===== src/rtl/iter_shifter.sv =====
// iter_shifter: multi-cycle shift unit with SLL/SRL/SRA/ROL modes, STEP bits per clock,
// valid/ready handshakes on both sides and a carry-out of the last bit shifted out.  Rev 1.0
`default_nettype none

module iter_shifter #(
  parameter int WIDTH   = 32,
  parameter int SHAMT_W = 5,
  parameter int STEP    = 2
) (
  input  logic               clk,
  input  logic               rst_n,
  input  logic               abort,
  input  logic               in_valid,
  output logic               in_ready,
  input  logic [WIDTH-1:0]   in_data,
  input  logic [SHAMT_W-1:0] in_shamt,
  input  logic [1:0]         in_op,
  output logic               out_valid,
  input  logic               out_ready,
  output logic [WIDTH-1:0]   out_data,
  output logic               out_cout
);

  localparam int STEP_W = $clog2(STEP + 1);

  localparam logic [1:0] OP_SLL = 2'b00;
  localparam logic [1:0] OP_SRL = 2'b01;
  localparam logic [1:0] OP_SRA = 2'b10;
  localparam logic [1:0] OP_ROL = 2'b11;

  typedef enum logic [1:0] {
    IDLE  = 2'd0,
    SHIFT = 2'd1,
    DONE  = 2'd2
  } state_t;

  state_t             state;
  state_t             state_nxt;
  logic [WIDTH-1:0]   work;
  logic [SHAMT_W-1:0] remaining;
  logic [1:0]         op;
  logic               cout;

  logic [STEP_W-1:0]  step;
  logic [WIDTH-1:0]   shifted;
  logic               cout_nxt;

  assign in_ready  = (state == IDLE);
  assign out_valid = (state == DONE);
  assign out_data  = work;
  assign out_cout  = cout;

  always_comb begin
    step = STEP_W'(STEP);
    if (remaining < SHAMT_W'(STEP))
      step = STEP_W'(remaining);
  end

  // Each candidate step size is a fixed shift; the live step selects one of them.
  always_comb begin
    shifted  = work;
    cout_nxt = cout;
    for (int k = 1; k <= STEP; k++) begin
      if (step == STEP_W'(k)) begin
        case (op)
          OP_SLL: begin
            shifted  = work << k;
            cout_nxt = work[WIDTH-k];
          end
          OP_SRL: begin
            shifted  = work >> k;
            cout_nxt = work[k-1];
          end
          OP_SRA: begin
            shifted  = $signed(work) >>> k;
            cout_nxt = work[k-1];
          end
          OP_ROL: begin
            shifted  = (work << k) | (work >> (WIDTH - k));
            cout_nxt = work[WIDTH-k];
          end
          default: begin
            shifted  = work;
            cout_nxt = cout;
          end
        endcase
      end
    end
  end

  always_comb begin
    state_nxt = state;
    case (state)
      IDLE:  if (in_valid) state_nxt = (in_shamt == '0) ? DONE : SHIFT;
      SHIFT: if (remaining == SHAMT_W'(step)) state_nxt = DONE;
      DONE:  if (out_ready) state_nxt = IDLE;
      default: state_nxt = IDLE;
    endcase
    if (abort)
      state_nxt = IDLE;
  end

  always_ff @(posedge clk or negedge rst_n) begin
    if (!rst_n)
      state <= IDLE;
    else
      state <= state_nxt;
  end

  always_ff @(posedge clk or negedge rst_n) begin
    if (!rst_n) begin
      work      <= '0;
      remaining <= '0;
      op        <= OP_SLL;
      cout      <= 1'b0;
    end else if (abort) begin
      remaining <= '0;
    end else begin
      case (state)
        IDLE: begin
          if (in_valid) begin
            work      <= in_data;
            remaining <= in_shamt;
            op        <= in_op;
            cout      <= 1'b0;
          end
        end
        SHIFT: begin
          work      <= shifted;
          cout      <= cout_nxt;
          remaining <= remaining - SHAMT_W'(step);
        end
        default: ;
      endcase
    end
  end

endmodule

`default_nettype wire


===== config.mk =====
export PLATFORM = sky130hd
export DESIGN_NAME = iter_shifter
export DESIGN_NICKNAME = d
export VERILOG_FILES = /design/src/rtl/iter_shifter.sv
export SDC_FILE = /design/constraint.sdc
export NUM_CORES = 1
export LEC_CHECK = 0
export CORE_ASPECT_RATIO = 1.75
export CORE_MARGIN = 8
export CORE_UTILIZATION = 52
export CTS_BUF_LIST = sky130_fd_sc_hd__clkbuf_4 sky130_fd_sc_hd__clkbuf_8
export DETAILED_ROUTE_END_ITERATION = 16
export PLACE_DENSITY = 0.93
export SLEW_MARGIN = 15
export SYNTH_ARGS = -nofsm -noshare
export SYNTH_HDL_FRONTEND = slang
export SYNTH_SLANG_ARGS = --single-unit

===== constraint.sdc =====
create_clock -name clk -period 2.95 [get_ports clk]
set_input_delay 0.59 -clock clk [delete_from_list [all_inputs] [get_ports clk]]
set_output_delay 0.59 -clock clk [all_outputs]
set_load 0.05 [all_outputs]

==> flow_metrics.env, run 1 <==
export IMPL_slowest_stage="ha_2"
export IMPL_grt_use_total=0.2293
export IMPL_rrSetupSlack_ns=0.35
export IMPL_clock_sinks=42
export IMPL_grt_start_max_net_pins=67
export IMPL_via_count_of_the_first_global_routing_pass=3771
export IMPL_relSlewSlack=0.2511
export IMPL_postSynth_asyncResetShare=1.000
export IMPL_area_delta_synth_final_pct=25.99
export IMPL_worst_endpoint_required_ns=3.19
export IMPL_power_per_cell_area_nw_per_um2=989.9
export IMPL_place_detailed_instances=579
export IMPL_r2r_start="remaining[2]"
export IMPL_power_clock_fraction=0.093
export IMPL_placement_io_buffers=78
export IMPL_p_total_mw=4.191
export IMPL_setup_worst_path_start_class="register"
export IMPL_multiplexer_share_of_the_synthesized_area=0.02792
export IMPL_cell_internal_pwr_mw=1.922
export IMPL_endpoint_kind="register"
export IMPL_worst_r2r_endpoint="out_data[1]"
export IMPL_routed_wire_length_per_instance_um=18.02
export IMPL_synth_adder_area_share=0.02234
export IMPL_die_area_um2=9393
export IMPL_synth_top_cells_by_area="dfrtp_1 (31%), a32oi_1 (7.3%), nand2_1 (7.3%)"
export IMPL_synth_compound_area_share=0.3206
export IMPL_finalNonFillerCells=586
export IMPL_drt_initial_drc_count=606
export IMPL_numCtsBuffers=5
export IMPL_post_synth_and_or_nand_nor_area_fraction=0.2349
export IMPL_yosys_area_top_type_share=0.3127
export IMPL_setup_slack_ns=0.3475
export IMPL_yosys_warnings=0
export IMPL_post_synth_top_area_cell="dfrtp_1"
export IMPL_timing_final_crit_share=0.8822
export IMPL_achievable_frequency_mhz=384.2
export IMPL_post_place_ws_ns=0.4453
export IMPL_leakagePower_nw=1.660
export IMPL_post_dp_hpwl_um=7455
export IMPL_pwr_share_seq=0.261
export IMPL_setup_violators_final=0
export IMPL_cts_repair_resized=0
export IMPL_syn_instance_count=453
export IMPL_layout_common_cells="clkdlybuf4s50_1 (77), nand2_1 (65), nor2_1 (52)"
export IMPL_ir_drop_mv=0.4675
export IMPL_clk_slew_on_worst_s_h_paths_ns=0.08
export IMPL_number_of_distinct_standard_cells_referenced_by_the_synthesized_netlist=45
export IMPL_synth_ff_type="dfrtp_1"
export IMPL_post_cts_setup_buffer_count=0
export IMPL_routed_wl_um=10560
export IMPL_root_buf_cell="clkbuf_8"
export IMPL_fin_max_slew_vios=0
export IMPL_firstDrtPassIters=8
export IMPL_hold_viol=0
export IMPL_top_level_ports=79
export IMPL_worstPathArrival_ns=2.84
export IMPL_ratio_of_cells_with_drive_above_1_in_the_final_layout=0.05754
export IMPL_final_core_util=0.6624
export IMPL_share_comb_of_total_power=0.646
export IMPL_chipHeight_um=122.4
export IMPL_timing_setup_critical_path_class="register to register"
export IMPL_globalplace_congestion=0.8740
export IMPL_coreArea_um2=6392
export IMPL_antenna_cell_count=0
export IMPL_worstMarginPinSlew_ns=1.122
export IMPL_switching_power_mw=2.269
export IMPL_yosys_area_share_xor_xnor=0
export IMPL_synthesis_area_per_instance_um2=7.419
export IMPL_number_of_antenna_violations_at_the_first_check_in_global_routing=0
export IMPL_routed_via_count=3822
export IMPL_power_share_switching=0.5414
export IMPL_clk_insertion_delay_late_ns=0.31
export IMPL_synth_top_family_by_area="compound AO/OA/AOI/OAI gates"
export IMPL_ys_ff_latch=42
export IMPL_critical_path_max_stage_delay_ns=0.66
export IMPL_synth_net_count=503
export IMPL_timing_reg2reg_worst_path_depth=7
export IMPL_mostFrequentLayoutCell="clkdlybuf4s50_1"
export IMPL_final_nets=554
export IMPL_first_pass_grt_wire_length_um=17860
export IMPL_yosysSeqAreaShare=0.3127
export IMPL_critical_path_cell_chain="nor4_1 > nand2_1 > ha_2 > inv_1 > a2111oi_0 > a21oi_1 > a31oi_1"
export IMPL_tns_ns=0
export IMPL_vias_per_cell=6.522
export IMPL_hold_class="primary input to async pin"
export IMPL_outcome="finished clean"
export IMPL_route_detailed_drc=0
export IMPL_htree_num_levels=2
export IMPL_worst_path_max_fanout=39
export IMPL_cap_violations=0
export IMPL_tritoncts="done"
export IMPL_grt_overflow_total=0
export IMPL_rsz0062_at_grt="false"
export IMPL_rows=39
export IMPL_detail_route_antenna_nets=0
export IMPL_final_period_minus_worst_setup_slack_ns=2.602
export IMPL_cts_buffer_depth=2
export IMPL_fp_dieW_um=76.77
export IMPL_initial_core_util=0.5257
export IMPL_cts_hold_buf=0
export IMPL_synth_edf_count=0
export IMPL_mappedNetlistArea_um2=3361
export IMPL_clock_skew_final_ns=0.007168
synth_stat cells (all sizes together), types with 16 or more instances:
master,instances
nand2,65
nor2,53
o21ai,47
dfrtp,42
a31oi,31
nand3,30
a32oi,28
clkbuf,23
o221ai,23
inv,21
buf,19
nor2b,16
area by class of cell:
class,count,area (µm²)
inverter,21,78.83
timing repair buffer,86,860.8
multi-input combinational,348,2057
sequential,42,1051
tap,82,102.6
clock buffer,7,83.83
fill,548,2158
metrics by stage:
step,instance area [µm²],hold slack [ns]
after floorplan,3361,0.2944
after global placement,4150,0.5263
after CTS,4234,0.4659
final,4234,0.4281
after global routing,4234,0.5100
after detailed placement,4150,0.5470
worst max-delay path by stage:
stage	startpoint	end	slack, ns	cells past startpoint
2_1_floorplan	remaining[2]	out_data[17]	0.76	7
6_report	remaining[2]	out_data[1]	0.35	7
3_5_place_dp	remaining[2]	out_data[1]	0.45	7
5_1_grt	remaining[2]	out_data[1]	0.10	7
3_3_place_gp	remaining[2]	out_data[1]	0.58	7
4_1_cts	remaining[2]	out_data[1]	0.41	7
metal layers:
metal,wire length (µm),GRT usage,vias up
met3,738,0.05865,49
met1,3869,0.2389,1802
met5,0,0,-
li1,-,-,1768
met2,5579,0.4148,203
met4,374,0.1174,0
power groups by stage:
| stage | Sequential (mW) | Combinational [mW] | Clock, mW |
|---|---|---|---|
| after CTS | 1.08 | 2.68 | 0.389 |
| after floorplan | 1.60 | 1.34 | 0 |
| after global placement | 1.08 | 2.58 | 0 |
| final | 1.09 | 2.71 | 0.390 |
| after detailed placement | 1.09 | 2.66 | 0 |
| after global routing | 1.12 | 2.92 | 0.426 |
cells by family after synthesis:
family,count (synthesis)
AO/OA/AOI/OAI,154
other,1
adder cells (fa/ha/maj),6
AND/OR/NAND/NOR,179
multiplexers,8
flip-flops,42
buffers and inverters,63
registers in the layout, indices dropped and copies added (netlist names):
name and count:
out_cout 1, remaining 5, out_data 32, state 2, op 2
critical path: cells and delay by family (launching register included):
kind / cells / cell delay (ns)
fa+ha+maj: 1 / 0.66
compound gates: 3 / 0.73
simple gates: 2 / 0.21
flops: 1 / 0.46
buf+inv: 1 / 0.46
Power figures use the tool's default switching activity.
==> run 2, diff against run 1 <==
--- a/config.mk
+++ b/config.mk
@@ -5,6 +5,7 @@
 export SDC_FILE = /design/constraint.sdc
 export NUM_CORES = 1
 export LEC_CHECK = 0
+export ABC_CLOCK_PERIOD_IN_PS = 2950
 export CORE_ASPECT_RATIO = 1.75
 export CORE_MARGIN = 8
 export CORE_UTILIZATION = 52
==> results of run 2 <==
No change in the layout: final DEF, timing and power equal those of run 1.
